### src/rtl/mem_stage_hs.sv
// MEM stage of the 5-stage MIPS core: latches the EX->MEM bus, runs the split
// address/data handshake to data memory, aligns load data and feeds WB and ID forwarding.
module mem_stage_hs #(
  parameter int IN_WD  = 111,
  parameter int OUT_WD = 70
) (
  input  logic              clk,
  input  logic              rst,
  input  logic [5:0]        stall,
  input  logic [IN_WD-1:0]  ex_to_mem_bus,
  output logic [OUT_WD-1:0] mem_to_wb_bus,
  output logic [37:0]       mem_to_id_bus,
  output logic              stallreq_for_mem,
  output logic              mem_addr_err,
  output logic              data_req,
  output logic              data_wr,
  output logic [3:0]        data_wstrb,
  output logic [31:0]       data_addr,
  output logic [31:0]       data_wdata,
  input  logic              data_addr_ok,
  input  logic              data_data_ok,
  input  logic [31:0]       data_rdata
);

  localparam logic [2:0] OP_W  = 3'd0;
  localparam logic [2:0] OP_BS = 3'd1;
  localparam logic [2:0] OP_BU = 3'd2;
  localparam logic [2:0] OP_HS = 3'd3;
  localparam logic [2:0] OP_HU = 3'd4;
  localparam logic       STOP  = 1'b1;

  typedef enum logic [1:0] {IDLE = 2'd0, REQ = 2'd1, WAIT = 2'd2} state_t;

  logic [IN_WD-1:0] bus_r;
  logic             done_r;
  logic [31:0]      rdata_r;
  state_t           state_r, state_nx;

  logic [2:0]  mem_op_s;
  logic [31:0] store_data_s, ex_pc_s, ex_result_s, load_data_s, rf_wdata_s;
  logic        en_s, sel_rf_res_s, rf_we_s, rf_we_out_s;
  logic [3:0]  wen_s;
  logic [4:0]  rf_waddr_s;
  logic        is_byte_s, is_half_s, is_word_s, store_s, misaligned_s, access_ok_s;
  logic        unused_stall_bits;

  assign {mem_op_s, store_data_s, ex_pc_s, en_s, wen_s, sel_rf_res_s,
          rf_we_s, rf_waddr_s, ex_result_s} = bus_r;
  assign unused_stall_bits = ^{stall[5], stall[2:0]};

  function automatic logic [31:0] align_load(input logic [2:0] op, input logic [1:0] lo,
                                             input logic [31:0] rd);
    logic [7:0]  b;
    logic [15:0] h;
    logic [31:0] res;
    case (lo)
      2'd0:    b = rd[7:0];
      2'd1:    b = rd[15:8];
      2'd2:    b = rd[23:16];
      default: b = rd[31:24];
    endcase
    h = lo[1] ? rd[31:16] : rd[15:0];
    case (op)
      OP_BS:   res = {{24{b[7]}}, b};
      OP_BU:   res = {24'h000000, b};
      OP_HS:   res = {{16{h[15]}}, h};
      OP_HU:   res = {16'h0000, h};
      default: res = rd;
    endcase
    return res;
  endfunction

  function automatic logic [3:0] store_strobe(input logic byte_op, input logic half_op,
                                              input logic [1:0] lo);
    logic [3:0] s;
    if (byte_op) begin
      s = 4'b0001 << lo;
    end else if (half_op) begin
      s = lo[1] ? 4'b1100 : 4'b0011;
    end else begin
      s = 4'b1111;
    end
    return s;
  endfunction

  assign is_byte_s    = (mem_op_s == OP_BS) || (mem_op_s == OP_BU);
  assign is_half_s    = (mem_op_s == OP_HS) || (mem_op_s == OP_HU);
  assign is_word_s    = ~is_byte_s & ~is_half_s;
  assign store_s      = en_s & (wen_s != 4'b0000);
  assign misaligned_s = en_s & ((is_half_s & ex_result_s[0]) |
                                (is_word_s & (ex_result_s[1:0] != 2'b00)));
  assign access_ok_s  = en_s & ~misaligned_s;

  // Input register, done flag and captured load data
  always_ff @(posedge clk) begin
    if (rst) begin
      bus_r   <= '0;
      done_r  <= 1'b0;
      rdata_r <= 32'h0000_0000;
    end else if (stall[3] == STOP && stall[4] != STOP) begin
      bus_r   <= '0;
      done_r  <= 1'b0;
      rdata_r <= 32'h0000_0000;
    end else if (stall[3] != STOP) begin
      bus_r   <= ex_to_mem_bus;
      done_r  <= 1'b0;
      rdata_r <= 32'h0000_0000;
    end else if (state_r == WAIT && data_data_ok) begin
      done_r  <= 1'b1;
      rdata_r <= align_load(mem_op_s, ex_result_s[1:0], data_rdata);
    end else begin
      bus_r   <= bus_r;
      done_r  <= done_r;
      rdata_r <= rdata_r;
    end
  end

  // Handshake state register
  always_ff @(posedge clk) begin
    if (rst) begin
      state_r <= IDLE;
    end else begin
      state_r <= state_nx;
    end
  end

  // Next state and request; the IDLE cycle already presents the request
  always_comb begin
    state_nx = state_r;
    data_req = 1'b0;
    case (state_r)
      IDLE: begin
        if (access_ok_s && !done_r) begin
          data_req = 1'b1;
          state_nx = data_addr_ok ? WAIT : REQ;
        end else begin
          state_nx = IDLE;
        end
      end
      REQ: begin
        data_req = 1'b1;
        if (data_addr_ok) begin
          state_nx = WAIT;
        end else begin
          state_nx = REQ;
        end
      end
      WAIT: begin
        if (data_data_ok) begin
          state_nx = IDLE;
        end else begin
          state_nx = WAIT;
        end
      end
      default: state_nx = IDLE;
    endcase
  end

  assign stallreq_for_mem = access_ok_s & ~done_r & ~((state_r == WAIT) & data_data_ok);
  assign mem_addr_err     = misaligned_s;
  assign data_wr          = store_s;
  assign data_addr        = ex_result_s;
  assign data_wstrb       = store_s ? store_strobe(is_byte_s, is_half_s, ex_result_s[1:0])
                                    : 4'b0000;
  assign data_wdata       = is_byte_s ? {4{store_data_s[7:0]}} :
                            is_half_s ? {2{store_data_s[15:0]}} : store_data_s;

  // Once the access is done the captured data survives changes on data_rdata
  assign load_data_s   = done_r ? rdata_r : align_load(mem_op_s, ex_result_s[1:0], data_rdata);
  assign rf_wdata_s    = sel_rf_res_s ? load_data_s : ex_result_s;
  assign rf_we_out_s   = rf_we_s & ~misaligned_s;
  assign mem_to_wb_bus = {ex_pc_s, rf_we_out_s, rf_waddr_s, rf_wdata_s};
  assign mem_to_id_bus = {rf_we_out_s, rf_waddr_s, rf_wdata_s};

endmodule

### config.mk
export PLATFORM = sky130hd
export DESIGN_NAME = mem_stage_hs
export DESIGN_NICKNAME = d
export VERILOG_FILES = /design/src/rtl/mem_stage_hs.sv
export SDC_FILE = /design/constraint.sdc
export NUM_CORES = 1
export LEC_CHECK = 0
export ABC_AREA = 0
export CORE_MARGIN = 4
export CORE_UTILIZATION = 43
export DETAILED_ROUTE_END_ITERATION = 10
export PLACE_DENSITY = 0.78
export SKIP_LAST_GASP = 1
export SLEW_MARGIN = 20
export SYNTH_ARGS = -nofsm -noshare
export SYNTH_HDL_FRONTEND = slang
export SYNTH_SLANG_ARGS = --single-unit
### constraint.sdc
create_clock -name clk -period 2.9 [get_ports clk]
set_clock_uncertainty 0.1 [all_clocks]
set_input_delay 0.29 -clock clk [delete_from_list [all_inputs] [get_ports clk]]
set_output_delay 0.29 -clock clk [all_outputs]
set_load 0.01 [all_outputs]
==> reports/metrics.yaml, run 1 <==
hold_violations: 0
final_common_cell: "clkdlybuf4s50_1"
gr-total-overflow: 0
synth.area.top_cells: "dfxtp_1 (37%), mux2i_1 (15%), buf_4 (11%), nor2_1 (7.4%), o21ai_0 (4.2%)"
grt_max_degree: 112
gp_congestion: 0.864
cts-root-buf: "clkbuf_16"
rsz0062_at_grt: "yes"
start_kind: "flip-flop"
clk_latency_ps: 420
violations: "setup timing"
avgViaCountPerCell: 5.35
layout.nets: 1305
top_layer: "met4"
endpoint_kind: "primary output"
wl_met3_mm: 2.66
finalCritPeriodShare_pct: 100
drt_iter0_markers: 546
io_buffers: 328
clockBufferDepth: 2
synth.net_count: 1083
yosys_most_used_dff: "dfxtp_1"
met2_length_mm: 13.1
drive_gt1_share_pct: 14.7
initial_core_util_pct: 44.5
yosysWarnings: 0
antenna_cells: 0
crit_path_max_fanout: 6
synthDistinctLibCells: 46
cts_sinks: 146
wl_per_cell_um: 19.1
fp-row-count: 48
critical_path_class: "reg2out"
postSynth.asyncResetShare_pct: 0
cap_viol_max_count: 0
wirelength_met1_mm: 9.93
irDropWorstVdd_mv: 0.418
synth_edf_count: 0
synth_compound_area_share_pct: 15.8
max_freq_mhz: 343
fin_setup_tns_ps: -13.1
die_h_um: 143
leakage_nw: 5.28
netlist_area_um2: 7800
slew_headroom_pct: 54.2
final-setup-viol-count: 2
finalCriticalPeriod_ps: 2910
crit_arrival_ps: 2520
cts_tree: "yes"
postCtsHoldBufs: 0
clk_pin_slew_ps: 60
drt-pass1-iter-count: 5
area_growth_syn_to_layout_pct: 49.6
grt_pass1_vias: 7332
synth-simple-area-share_pct: 12.4
worst_slack_ps: -12.2
required_ps: 2510
die_w_um: 143
dp_hpwl_mm: 18.9
ant_nets: 0
synth_top_family_by_area: "multiplexers"
synth_top_area_cell: "dfxtp_1"
worst_pin_slew_ps: 687
power_density_nw_per_um2: 494
rrSetupSlack_ps: 790
synth-xor-area-share_pct: 0.321
place_ws_ps: -53.5
status: "complete, but fails checks"
drcViolationCount: 0
num_vias: 7427
synth.mux.area_fraction_pct: 18.0
h-tree-depth: 4
ioPinCount: 333
ys_seq_area_share_pct: 37.5
final_cell_mix: "clkdlybuf4s50_1 (250), nor2_1 (151), dfxtp_1 (141), mux2i_1 (118), o21ai_0 (63)"
synthAdderAreaFrac_pct: 0
syn_area_per_cell_um2: 8.39
num-fill-cells: 1430
routed_wl_mm: 26.5
fin_worst_hold_slack_ps: 220
fp.coreArea_um2: 17500
synthCells: 930
synth_top_area_share_pct: 37.5
slew_violations: 0
die_area_um2: 20400
hp-class: "in2reg"
numCtsBuffers: 17
grt_usage_pct: 24.7
grt_pass1_wl_mm: 39.6
antenna_found_initial: 0
ys_ff_latch: 146
==> logic make-up (layout without fill, tap and decap cells) <==
| family | after synthesis | in the layout |
|---|---|---|
| flops | 146 | 146 |
| buf+inv | 209 | 442 |
| simple gates | 229 | 229 |
| mux | 138 | 138 |
| xor+xnor | 2 | 2 |
| compound gates | 206 | 206 |
==> Yosys cell counts (2+ instances only) <==
library cell and instances:
nand2b_1 2, inv_1 29, a221oi_1 2, a2111oi_2 3, a22oi_1 7, nor2b_1 6
nor3_1 4, o22ai_1 32, nor2_2 2, buf_4 117, nand2_1 35, o21a_1 3
a2111oi_1 4, nor2_1 153, nand3_1 3, a21oi_1 61, and3_1 10, o21ai_0 66
a211oi_1 7, dfxtp_1 146, mux2_2 18, clkbuf_1 43, or3_1 2, mux2i_1 120
buf_2 16, nand3b_1 7, buf_1 3, a31oi_1 10, o211ai_1 2
==> worst paths after layout <==
path / start / endpoint / cells past startpoint
max: bus_r[109]$_SDFFE_PP0N_ / mem_to_wb_bus[0] / 8
max reg2reg: bus_r[109]$_SDFFE_PP0N_ / rdata_r[0]$_SDFFE_PP0P_ / 7
min reg2reg: state_r[1]$_SDFF_PP0_ / state_r[0]$_SDFF_PP0_ / 1
min: stall[3] / bus_r[61]$_SDFFE_PP0N_ / 3
==> registers in the layout, indices dropped and copies added, names as in the netlist <==
register,cells
bus_r,111
done_r,1
rdata_r,32
state_r,2
==> routing by layer <==
layer | up-vias | global-route usage (%)
met5 | - | 0
met4 | 0 | 10.0
met3 | 62 | 7.80
met2 | 371 | 42.9
met1 | 3458 | 28.1
li1 | 3536 | -
==> area by class of cell <==
type,count,area [um2],area share [%]
Clock inverter,12,184,1.58
Tap cell,225,282,2.41
Sequential cell,146,2930,25.1
Clock buffer,18,429,3.68
Timing Repair Buffer,383,3800,32.6
Multi-Input combinational cell,575,3930,33.7
Inverter,29,109,0.933
==> metrics by stage <==
step | util [%] | instances | total power (W) | instance area, um2
final | 66.5 | 1388 | 0.00577 | 11700
after global routing | 66.5 | 1388 | 0.00599 | 11700
after CTS | 64.9 | 1383 | 0.00576 | 11400
after detailed placement | 60.4 | 1342 | 0.00344 | 10600
after global placement | 60.4 | 1342 | 0.00342 | 10600
after floorplan | - | 930 | 0.00285 | 7800
==> what timing repair did <==
action	4_1_cts	5_1_grt
cloned	0	2
resized for setup	84	89
setup buffers	11	3
pin swaps	10	14
setup endpoints to repair	81	74
==> where the power goes <==
part	internal (W)	total, W	switching (W)	leakage [nW]
Combinational	0.000703	0.00129	0.000586	3.80
Sequential	0.00209	0.00216	0.0000689	1.20
Clock	0.00144	0.00232	0.000886	0.292
Total	0.00423	0.00577	0.00154	5.28
==> critical path, stage by stage (launching register included) <==
cell and delay, ps:
dfxtp_2 350, nor2b_1 160, a2111o_1 520, buf_4 180, buf_4 130, and3_2 240
a2111oi_4 220, o22ai_2 160, buf_2 170
(Power assumes the default switching activity.)
==> run 2: changes to the inputs <==
GPL_TIMING_DRIVEN = 0   (was unset)
==> reports/metrics.yaml, run 2 (synthesized netlist as in run 1, its figures left out) <==
place_ws_ps: -708  # -654 ps
placed_cells: 1482  # +10%
grt_pass1_vias: 7996  # +9.1%
crit_arrival_ps: 2620  # +100 ps
num-fill-cells: 1318  # -7.8%
violations: "setup timing"
wirelength_met1_mm: 10.8  # +9.2%
status: "complete, but fails checks"
die_area_um2: 20400  # unchanged
layout.nets: 1467  # +12%
hp-class: "in2reg"
grt_max_degree: 17  # -85%
regArea_um2: 2940  # +0.17%
initial_core_util_pct: 44.5  # unchanged
critical_path_class: "reg2out"
worst_pin_slew_ps: 940  # +253 ps
rsz0062_at_grt: "yes"
cts-root-buf: "clkbuf_16"
ioPinCount: 333  # unchanged
fin_setup_tns_ps: -766  # -753 ps
cts_sinks: 146  # unchanged
numCtsBuffers: 17  # unchanged
top_register: "bus_r"
cap_viol_max_count: 0  # unchanged
top_layer: "met4"
grt_pass1_wl_mm: 43.8  # +10%
grt_usage_pct: 27.5  # +2.9 points
crit_chain: "buf_6 > inv_1 > nand3_1 > o211a_4 > a22oi_1 > a21oi_1 > buf_4 > clkdlybuf4s50_1"
slew_violations: 0  # unchanged
finalCritPeriodShare_pct: 104  # +3.4 points
reg_top3: "bus_r x111, rdata_r x32, state_r x2"
power_density_nw_per_um2: 450  # -8.9%
final_cell_mix: "clkdlybuf4s50_1 (265), buf_4 (151), nor2_1 (145), dfxtp_1 (141), mux2i_1 (116)"
drcViolationCount: 0  # unchanged
max_freq_mhz: 332  # -3.3%
required_ps: 2510  # about the same
start_kind: "flip-flop"
postLayoutCoreUtil_pct: 73.5  # +7.0 points
largest_reg_flops: 111  # unchanged
gp_congestion: 0.902  # +4.4%
crit_path_max_fanout: 10  # +4
met2_length_mm: 14.7  # +12%
finalCriticalPeriod_ps: 3010  # +98.4 ps
fp-row-count: 48  # unchanged
num_vias: 8224  # +11%
critPathMaxStageDelay_ps: 520  # about the same
worst_slack_ps: -111  # -98.4 ps
fp.coreArea_um2: 17500  # unchanged
stdcell_count: 1553  # +12%
wl_met3_mm: 3.45  # +30%
dp_hpwl_mm: 21.6  # +15%
cts_tree: "yes"
power_w: 0.00580  # +0.65%
wl_per_cell_um: 19.3  # +0.69%
die_h_um: 143  # unchanged
endpoint_kind: "primary output"
routed_wl_mm: 29.9  # +13%
final-setup-viol-count: 16  # +14
drt-pass1-iter-count: 7  # +2
die_w_um: 143  # unchanged
irDropWorstVdd_mv: 0.453  # +8.5%
clk_pin_slew_ps: 60  # about the same
final_common_cell: "clkdlybuf4s50_1"
hold_violations: 0  # unchanged
gr-total-overflow: 0  # unchanged
h-tree-depth: 4  # unchanged
io_buffers: 327  # -0.30%
clockBufferDepth: 2  # unchanged
leakage_nw: 5.73  # +8.4%
area_growth_syn_to_layout_pct: 65.4
antenna_found_initial: 0  # unchanged
ant_nets: 0  # unchanged
crit_slowest_cell: "clkdlybuf4s50_1"
drive_gt1_share_pct: 24.8  # +10 points
drt_iter0_markers: 673  # +23%
clk_latency_ps: 430  # about the same
multi_input_area_um2: 4200  # +6.8%
avgViaCountPerCell: 5.30  # -1.0%
slew_headroom_pct: 37.2  # -17 points
## run 2: area by class of cell
| type | instances | share of cell area [%] |
|---|---|---|
| sequential | 146 | 22.8 |
| timing repair buffer | 368 | 27.8 |
| antenna | 1 | 0.0194 |
| tap | 225 | 2.18 |
| clock inverter | 11 | 0.815 |
| clock buffer | 21 | 3.57 |
| inverter | 29 | 0.873 |
| buffer | 176 | 9.41 |
| multi-input combinational | 576 | 32.6 |
## run 2: repair_timing
item	4_1_cts	5_1_grt
gates resized for setup	159	77
hold buffers	0	0
endpoints found under the hold margin	0	0
setup endpoints to repair	96	69
cloned	1	0
pin swaps	29	25
setup buffers	21	21
## run 2: power by group
group | internal, W | total (W) | leakage [nW] | switching (W)
Combinational | 0.000839 | 0.00151 | 4.27 | 0.000675
Clock | 0.00123 | 0.00214 | 0.266 | 0.000910
Sequential | 0.00209 | 0.00215 | 1.20 | 0.0000654
Total | 0.00415 | 0.00580 | 5.73 | 0.00165
## run 2: worst paths after layout
| path | startpoint | to | slack [ps] | cells past startpoint |
|---|---|---|---|---|
| setup / recovery | bus_r[110]$_SDFFE_PP0N_ | mem_to_wb_bus[11] | -110 | 8 |
| hold / removal | stall[3] | rdata_r[0]$_SDFFE_PP0P_ | 260 | 5 |
| setup reg to reg | state_r[1]$_SDFF_PP0_ | rdata_r[21]$_SDFFE_PP0P_ | 650 | 5 |
| hold reg to reg | state_r[1]$_SDFF_PP0_ | state_r[0]$_SDFF_PP0_ | 360 | 1 |
## run 2: critical path, delay by kind of cell, from the launching register on
| kind | cells | cell delay (ps) |
|---|---|---|
| buf+inv | 4 | 1000 |
| simple gates | 1 | 160 |
| flops | 1 | 360 |
| compound gates | 3 | 670 |
## run 2: stage by stage
step                      hold slack [ps]  cell area, um2
after floorplan                       259            7800
after global placement                337           11400
after detailed placement              351           11400
after CTS                             256           12500
after global routing                  304           12900
final                                 262           12900
## run 2: routing by layer
layer	vias up	global-route usage (%)
li1	3869	-
met1	3796	31.1
met2	488	48.8
met3	71	8.91
met4	0	9.40
met5	-	0
==> run 3: changes to the inputs <==
SETUP_SLACK_MARGIN = 0.3   (was unset)
==> reports/metrics.yaml, run 3 (synthesized netlist as in run 1, its figures left out) <==
h-tree-depth: 4  # unchanged
die_area_um2: 20400  # unchanged
avgViaCountPerCell: 5.47  # +3.4%
cts_tree: "yes"
antenna_cells: 0  # -1
leakage_nw: 5.91  # +3.2%
layout.nets: 1506  # +2.7%
reg_top3: "bus_r x111, rdata_r x32, state_r x2"
hold_violations: 0  # unchanged
multi_input_area_um2: 4430  # +5.5%
rrSetupSlack_ps: 570  # -80 ps
wl_per_cell_um: 20.4  # +5.8%
ioPinCount: 333  # unchanged
cts-root-buf: "clkbuf_16"
fp-row-count: 48  # unchanged
start_kind: "flip-flop"
grt_pass1_vias: 8429  # +5.4%
drt-pass1-iter-count: 5  # -2
final_cell_mix: "clkdlybuf4s50_1 (229), buf_4 (163), nor2_1 (144), dfxtp_1 (141), mux2i_1 (116)"
worstHoldStart: "stall[3]"
grt_pass1_wl_mm: 46.9  # +7.2%
endpoint_kind: "primary output"
placed_cells: 1482  # unchanged
finalCriticalPeriod_ps: 2890  # -116 ps
clk_pin_slew_ps: 60  # about the same
gp_congestion: 0.902  # unchanged
initial_core_util_pct: 44.5  # unchanged
status: "finished clean"
routed_wl_mm: 32.4  # +8.4%
fp.coreArea_um2: 17500  # unchanged
placed_area_um2: 11400  # unchanged
stdcell_count: 1591  # +2.4%
dp_hpwl_mm: 21.6  # unchanged
cap_viol_max_count: 0  # unchanged
final-setup-viol-count: 0  # -16
antenna_found_initial: 0  # unchanged
io_buffers: 327  # unchanged
rsz0062_at_grt: "yes"
grt_usage_pct: 29.4  # +1.9 points
worst_pin_slew_ps: 911  # -29.2 ps
power_w: 0.00596  # +2.7%
reg2reg_from: "state_r[1]$_SDFF_PP0_"
postCtsHoldBufs: 0  # unchanged
max_freq_mhz: 345  # +4.0%
drive_gt1_share_pct: 33.1  # +8.3 points
largest_reg_flops: 111  # unchanged
crit_arrival_ps: 2500  # -120 ps
final_common_cell: "clkdlybuf4s50_1"
power_density_nw_per_um2: 442  # -1.7%
top_register: "bus_r"
die_h_um: 143  # unchanged
grt_max_degree: 17  # unchanged
fin_area_um2: 13500  # +4.5%
required_ps: 2510  # about the same
clockBufferDepth: 2  # unchanged
slew_violations: 0  # unchanged
hp-class: "in2reg"
area_growth_syn_to_layout_pct: 72.8
drt_iter0_markers: 781  # +16%
fin_worst_hold_slack_ps: 252  # -9.47 ps
critical_path_class: "reg2out"
worstRegToRegCells: 5  # unchanged
regArea_um2: 2940  # about the same
fin_setup_tns_ps: 0  # +766 ps
numCtsBuffers: 17  # unchanged
die_w_um: 143  # unchanged
finalCritPeriodShare_pct: 99.8  # -4.0 points
cts_sinks: 146  # unchanged
num_vias: 8708  # +5.9%
r2r-end: "rdata_r[20]$_SDFFE_PP0P_"
slew_headroom_pct: 39.1  # +1.9 points
ant_nets: 0  # unchanged
hold_path_depth: 5  # unchanged
irDropWorstVdd_mv: 0.453  # -0.16%
crit_path_max_fanout: 5  # -5
hold-path-endpoint: "rdata_r[31]$_SDFFE_PP0P_"
clk_latency_ps: 430  # about the same
gr-total-overflow: 0  # unchanged
drcViolationCount: 0  # unchanged
num-fill-cells: 1189  # -9.8%
==> run 3: cell types whose count changed in the layout (fill, tap and decap cells not counted), moves of 4 or more <==
| cell | change |
|---|---|
| buf_4 | +12 |
| a21oi_1 | -11 |
| clkbuf_2 | +9 |
| clkdlybuf4s50_1 | -36 |
| clkbuf_1 | -4 |
| buf_2 | +19 |
| dlymetal6s2s_1 | -13 |
| o22ai_2 | +5 |
| o22ai_1 | -6 |
| dlygate4sd2_1 | -7 |
| a21oi_4 | +9 |
| buf_6 | +52 |
==> run 3: worst max path at each step <==
stage	start	to	slack [ps]	depth (start not counted)
2_1_floorplan	bus_r[1]$_SDFFE_PP0N_	mem_to_wb_bus[0]	580	7
3_3_place_gp	data_rdata[23]	mem_to_wb_bus[26]	-700	9
3_5_place_dp	data_rdata[23]	mem_to_wb_bus[29]	-710	9
4_1_cts	bus_r[1]$_SDFFE_PP0N_	mem_to_wb_bus[29]	60	9
5_1_grt	bus_r[0]$_SDFFE_PP0N_	mem_to_wb_bus[1]	-10	10
6_report	bus_r[0]$_SDFFE_PP0N_	mem_to_wb_bus[1]	6	10
==> run 3: worst max-delay path, stage by stage, from the launching register on <==
cell,delay [ps]
dfxtp_2,340
buf_6,120
clkinvlp_4,170
o21ai_4,230
a221oi_4,110
buf_6,160
a2111oi_4,350
o22ai_1,160
buf_4,190
buf_6,120
buf_6,110
==> run 3: metrics by stage <==
| stage | setup slack (ps) | util, % |
|---|---|---|
| 2_1_floorplan | 578 | - |
| 3_3_place_gp | -699 | 64.7 |
| 3_5_place_dp | -708 | 64.7 |
| 4_1_cts | 58.5 | 74.0 |
| 5_1_grt | -12.5 | 76.9 |
| 6_report | 5.52 | 76.9 |
==> run 3: layout make-up <==
cell class,instances,share of cell area [%]
Timing Repair Buffer,403,28.5
Inverter,29,0.891
Clock buffer,21,3.42
Sequential cell,146,21.8
Buffer,180,9.64
Clock inverter,11,0.780
Multi-Input combinational cell,576,32.9
Tap cell,225,2.09
==> run 3: per-layer routing <==
metal	vias to the layer above	routed length (um)	global-route usage, %
li1	3939	-	-
met1	4029	11200	33.2
met2	622	15900	51.8
met3	118	3840	9.28
met4	0	1450	11.7
met5	-	0	0
==> run 3: repair_timing <==
item	in CTS	in global routing
setup buffers	52	22
gates resized for setup	430	123
pin swaps	58	28
cloned	2	1
endpoints found under the setup margin	98	78
hold endpoints to repair	0	0
==> run 3: where the power goes <==
group	switching [W]	internal, W	total, W
logic	0.000750	0.000919	0.00167
clock network	0.000910	0.00123	0.00214
registers	0.0000663	0.00209	0.00215
total	0.00173	0.00424	0.00596
